[config.mk]
export PLATFORM = sky130hd
export DESIGN_NAME = gpi_debounce
export DESIGN_NICKNAME = d
export VERILOG_FILES = /design/src/rtl/gpi_debounce.sv
export SDC_FILE = /design/constraint.sdc
export NUM_CORES = 1
export LEC_CHECK = 0
export ABC_AREA = 0
export BUFFER_PORTS_ARGS = -buffer_cell sky130_fd_sc_hd__buf_2
export CAP_MARGIN = 20
export CORE_UTILIZATION = 50
export CTS_CLUSTER_DIAMETER = 100
export CTS_CLUSTER_SIZE = 20
export DETAILED_ROUTE_END_ITERATION = 16
export PLACE_DENSITY = 0.71
export SKIP_LAST_GASP = 1
export SLEW_MARGIN = 40
export SYNTH_ARGS = -nofsm -noshare
export SYNTH_HDL_FRONTEND = slang
export SYNTH_SLANG_ARGS = --single-unit
[constraint.sdc]
create_clock -name clk_sys_i -period 2.7 [get_ports clk_sys_i]
set_input_delay 0.135 -clock clk_sys_i [delete_from_list [all_inputs] [get_ports clk_sys_i]]
set_output_delay 0.135 -clock clk_sys_i [all_outputs]
set_load 0.01 [all_outputs]
[src/rtl/gpi_debounce.sv]
// Per-channel synchroniser and debouncer for the general-purpose input bus, with
// registered rise/fall/change pulses. Define GPI_DEBOUNCE_IRQ_EN to get a sticky irq_o.
module gpi_debounce #(
  parameter int unsigned         GpiWidth       = 8,
  parameter int unsigned         DebounceCycles = 500000,
  parameter logic [GpiWidth-1:0] GpiResetVal    = '0
) (
  input  logic                clk_sys_i,
  input  logic                rst_sys_ni,
  input  logic [GpiWidth-1:0] gp_raw_i,
  output logic [GpiWidth-1:0] gp_o,
  output logic [GpiWidth-1:0] rise_o,
  output logic [GpiWidth-1:0] fall_o,
  output logic                change_o,
  output logic                irq_o,
  input  logic                irq_clr_i
);

  localparam int unsigned          CtrWidth  = $clog2(DebounceCycles + 1);
  localparam logic [CtrWidth-1:0]  LastCount = CtrWidth'(DebounceCycles - 1);

  logic [GpiWidth-1:0] sync1_q, sync2_q;
  logic [GpiWidth-1:0] gp_q, gp_d;
  logic [GpiWidth-1:0] rise_q, rise_d;
  logic [GpiWidth-1:0] fall_q, fall_d;
  logic                change_q;
  logic [CtrWidth-1:0] ctr_q [GpiWidth];
  logic [CtrWidth-1:0] ctr_d [GpiWidth];

  // Two-flop chain: gp_raw_i is asynchronous to clk_sys_i.
  // NOTE: sequential state always uses non-blocking assignments so every flop
  // samples the pre-edge value of its neighbours.
  always_ff @(posedge clk_sys_i or negedge rst_sys_ni) begin
    if (!rst_sys_ni) begin
      sync1_q <= GpiResetVal;
      sync2_q <= GpiResetVal;
    end else begin
      sync1_q <= gp_raw_i;
      sync2_q <= sync1_q;
    end
  end

  // A channel is pending while the synced level differs from the accepted one;
  // its counter then measures how long the new level has held.
  always_comb begin
    // NOTE: every combinational output gets a default first, so no path can
    // leave a value unassigned and infer a latch.
    gp_d   = gp_q;
    rise_d = '0;
    fall_d = '0;
    for (int i = 0; i < int'(GpiWidth); i++) begin
      ctr_d[i] = '0;
      if (sync2_q[i] != gp_q[i]) begin
        if (ctr_q[i] == LastCount) begin
          gp_d[i]   = sync2_q[i];
          rise_d[i] = sync2_q[i];
          fall_d[i] = ~sync2_q[i];
        end else begin
          ctr_d[i] = ctr_q[i] + CtrWidth'(1);
        end
      end
    end
  end

  // The counters are individual reset flops, not a RAM, so all of them clear.
  always_ff @(posedge clk_sys_i or negedge rst_sys_ni) begin
    if (!rst_sys_ni) begin
      gp_q     <= GpiResetVal;
      rise_q   <= '0;
      fall_q   <= '0;
      change_q <= 1'b0;
      for (int i = 0; i < int'(GpiWidth); i++) ctr_q[i] <= '0;
    end else begin
      gp_q     <= gp_d;
      rise_q   <= rise_d;
      fall_q   <= fall_d;
      change_q <= |(rise_d | fall_d);
      for (int i = 0; i < int'(GpiWidth); i++) ctr_q[i] <= ctr_d[i];
    end
  end

  assign gp_o     = gp_q;
  assign rise_o   = rise_q;
  assign fall_o   = fall_q;
  assign change_o = change_q;

`ifdef GPI_DEBOUNCE_IRQ_EN
  // Set has priority so an acceptance coinciding with a clear is never lost.
  logic irq_q;
  always_ff @(posedge clk_sys_i or negedge rst_sys_ni) begin
    if (!rst_sys_ni)     irq_q <= 1'b0;
    else if (change_q)   irq_q <= 1'b1;
    else if (irq_clr_i)  irq_q <= 1'b0;
  end
  assign irq_o = irq_q;
`else
  logic unused_irq_clr;
  assign unused_irq_clr = irq_clr_i;
  assign irq_o          = 1'b0;
`endif

endmodule
## Word-level counts from Yosys, hierarchy flattened

Index checks and enable logic that the tools add are counted.

- Word-level logic and storage cells: 111
- Bits in registers: 193
- Input bits: 11
- Output and inout bits: 26

- Eq/ne operators: 16
- Mux-type cells: 48
- $add $sub $neg: 8
- Reduce and logical (&&, ||, !) cells: 9
- Bitwise logic cells: 9

Operators with widths:

| kind | count |
|---|---|
| 19-bit two-way mux | 16 |
| 19-bit by 1-bit adder with 19-bit output (second input constant) | 8 |
| 19-bit equality test (second input constant) | 8 |
| 1-bit two-way mux | 32 |
| 2-bit AND reduction | 8 |
| 1-bit inequality test | 8 |
| 1-bit NOT | 8 |
| 8-bit bitwise OR | 1 |
| 8-bit OR reduction | 1 |

## Logic depth before layout (Yosys ltp)

- Depth after elaboration: 5
- Mapped depth: 8
- Depth with buffers taken out: 6

## Worst setup path after synthesis

OpenSTA, ideal clock, no wires.

- Path type: flip-flop to flip-flop
- From: register ctr_q[95] in the netlist's numbering
- To: register gp_q[2], in the netlist gp_o[2]
- Cell stages (with the launch flop): 7
- Path slack: 0.819 ns
- Data arrival time: 1.756 ns
- Clock period less this slack: 1.881 ns
- Cells stage by stage: dfrtp_1 > ha_1 > and3_1 > nand2_1 > or4_1 > buf_2 > mux2_4

- Cells in the longest elaborated chain, start to end: 2

RTL lines:

| element | RTL line | source |
|---|---|---|
| start: declaration | 27 | `logic [CtrWidth-1:0] ctr_q [GpiWidth];` |
| 19-bit equality test | 54 | `if (ctr_q[i] == LastCount) begin` |
| 2-bit AND reduction (no line) | n/a |  |
| end signal: assignment | 68 | `gp_q <= GpiResetVal;` |
| end signal: assignment | 74 | `gp_q <= gp_d;` |
| end: declaration | 23 | `logic [GpiWidth-1:0] gp_q, gp_d;` |

No other way between the ends.
A chain may end at the register's enable or synchronous reset.

==> out/results.tsv <==
metric	value	unit
drtIter0Drc	330	
skew	0.00647	ns
rows	48	
io_buffers	34	
reg2reg_slack	0.49	ns
yosys.area.top_type	dfrtp_1	
numCtsBuffers	17	
status	finished clean	
layout.nets	900	
grtUsageTotal	18.8	%
p_leak	4.29	nW
critPathBufInv	0	
post-route-period-util	81.8	%
worst_pin_slew	0.689	ns
ys_types	50	
slew_violations	0	
drc	0	
worstPathRequired	2.98	ns
first_pass_iters	4	
die_y	134	µm
cts-resized-gates	0	
syn_area	0.00875	mm²
path_cells	nor4_1 -> nand2_1 -> or4_4 -> nand2b_1 -> nor2_1	
critical_path_arrival	2.49	ns
root_buffer	clkbuf_16	
fin_cells	1117	
ys_seq_elements	193	
antenna_found_initial	0	
postSynthNetCount	853	
synth_cells	834	
synth_top_area_share	55.2	%
hold_path_class	in -> async	
grt_pass1_wl	26800	µm
synth-seq-area-share	55.2	%
drive_gt1_share	9.98	%
clk_latency	0.43	ns
synthTopCellsByCount	193 x dfrtp_1, 174 x nor2_1, 78 x xnor2_1	
dp_cells	1078	
endpoint_kind	register	
rsz0062_at_grt	no	
die_x	134	µm
slowest_stage	or4_4	
syn2layout_area_growth	12.4	%
setup_viol	0	
path_delay_family	simple AND/OR/NAND/NOR gates	
dpl.hpwl	10200	µm
dpl_worst_slack	0.553	ns
max_slew_margin	54.1	%
grt_overflow	0	
ant_nets	0	
max-cap-violations	0	
synth_warnings	0	
routed_wl	15400	µm
cp_num_cells	5	
fin_crit	2.21	ns
grt_start_max_net_pins	73	
clkTransAtPathRegs	0.07	ns
tns	0	ns
start_util	50.9	%
worst-path-max-fanout	17	
gp_congestion	0.798	
yosys-top-cells-area	dfrtp_1 55%, xnor2_1 7.8%, nor2_1 7.5%, xor2_1 6.5%, nand3_1 3.1%	
first_global_vias	5569	
yosysMostFrequentCell	dfrtp_1	
vdd_drop_max	0.482	mV
critPathKind	reg -> reg	
timing.fmax	453	MHz
async_reset_ff_share	100	%
viasPerCell	5.19	
dieArea	0.0180	mm²
max_stage_delay	0.57	ns
ff2ff_path_depth	5	
synth_edf_count	0	
setup_slack	0.491	ns
power_density	591	mW/mm²
wire_per_inst	13.7	µm
startpoint_type	register	
core_area	0.0172	mm²
syn_avg_cell_area	10.5	µm²
htree_levels	4	
cts_tree	yes	
clock_path_buffers	2	
ioPinCount	37	
vias	5797	
hold_viol_final	0	
ys.flop_type	dfrtp_1	
num_antenna_cells	0	
clock-sinks	193	
[state kept, by name, indices dropped and copies added, names as in the netlist]
| signal | count |
|---|---|
| ctr_q | 152 |
| fall_o | 8 |
| gp_o | 8 |
| rise_o | 8 |
| sync1_q | 8 |
| sync2_q | 8 |
| change_o | 1 |
[cell families after synthesis]
| kind of cell | Yosys count | synth area share, % |
|---|---|---|
| and+or+nand+nor | 440 | 25.6 |
| DFF | 193 | 55.2 |
| xor gates and xnor gates | 143 | 14.3 |
| buffers and inverters | 35 | 2.32 |
| adders and majority gates | 8 | 1.14 |
| AOI/OAI and AO/OA | 8 | 0.572 |
| muxes | 6 | 0.815 |
| other | 1 | 0.0429 |
[path summary, 6_finish.rpt]
path | from | end
max | ctr_q[49]$_DFF_PN0_ | ctr_q[56]$_DFF_PN0_
max reg2reg | ctr_q[49]$_DFF_PN0_ | ctr_q[56]$_DFF_PN0_
max in group asynchronous | rst_sys_ni | ctr_q[3]$_DFF_PN0_
min | rst_sys_ni | ctr_q[90]$_DFF_PN0_
min in group clk_sys_i | gp_raw_i[2] | sync1_q[2]$_DFF_PN0_
min reg2reg | sync1_q[7]$_DFF_PN0_ | sync2_q[7]$_DFF_PN0_
[cell usage in the layout, fill, tap and decap left out, types with 5 or more instances in the layout]
cell type and instances:
nor2_1 174, ha_1 8, dfrtp_1 193, nor2_2 5, xnor2_1 78, nand4_1 29, inv_1 18, nand2_1 55
nor3b_1 17, dlygate4sd3_1 9, nor3_1 18, buf_2 33, clkbuf_16 17, xor2_1 65, and4_1 9, nand3_1 54
mux2_2 5, nor4_1 15, and3_1 21, or4_1 9
[per-stage QoR]
| step | power [mW] | utilization, % | cell area [µm²] | hold slack (ns) |
|---|---|---|---|---|
| after floorplan | 3.11 | - | 8750 | -0.161 |
| after CTS | 5.88 | 57.2 | 9830 | 0.240 |
| final | 5.81 | 57.2 | 9830 | 0.232 |
| after detailed placement | 3.20 | 53.1 | 9120 | 0.131 |
| after global routing | 6.02 | 57.2 | 9830 | 0.264 |
| after global placement | 3.20 | 53.1 | 9120 | 0.133 |
[area by class of cell]
class | count | area (µm²)
inverter | 18 | 67.6
timing repair buffer | 45 | 309
tap | 225 | 282
clock inverter | 9 | 155
sequential | 193 | 4830
clock buffer | 21 | 470
fill | 1499 | 7340
multi-input combinational | 606 | 3720
[where the power goes]
| part | switching (mW) | internal, mW | leakage (nW) |
|---|---|---|---|
| Clock | 1.05 | 1.62 | 0.305 |
| Combinational | 0.121 | 0.0576 | 1.35 |
| Sequential | 0.0391 | 2.93 | 2.64 |
| Total | 1.21 | 4.61 | 4.29 |
[metal layers]
layer / vias up / part of all wire [%] / track usage [%]
li1: 2900 / - / -
met1: 2818 / 50 / 27.1
met2: 66 / 46 / 28.4
met3: 13 / 3.0 / 4.35
met4: 0 / 1.0 / 5.37
met5: - / 0 / 0
[timing repair]
action | in CTS | in global routing
buffers inserted | 0 | 0
hold endpoints to repair | 60 | 0
hold buffers | 9 | 0
Note: power is estimated with default switching activity, not from simulation.
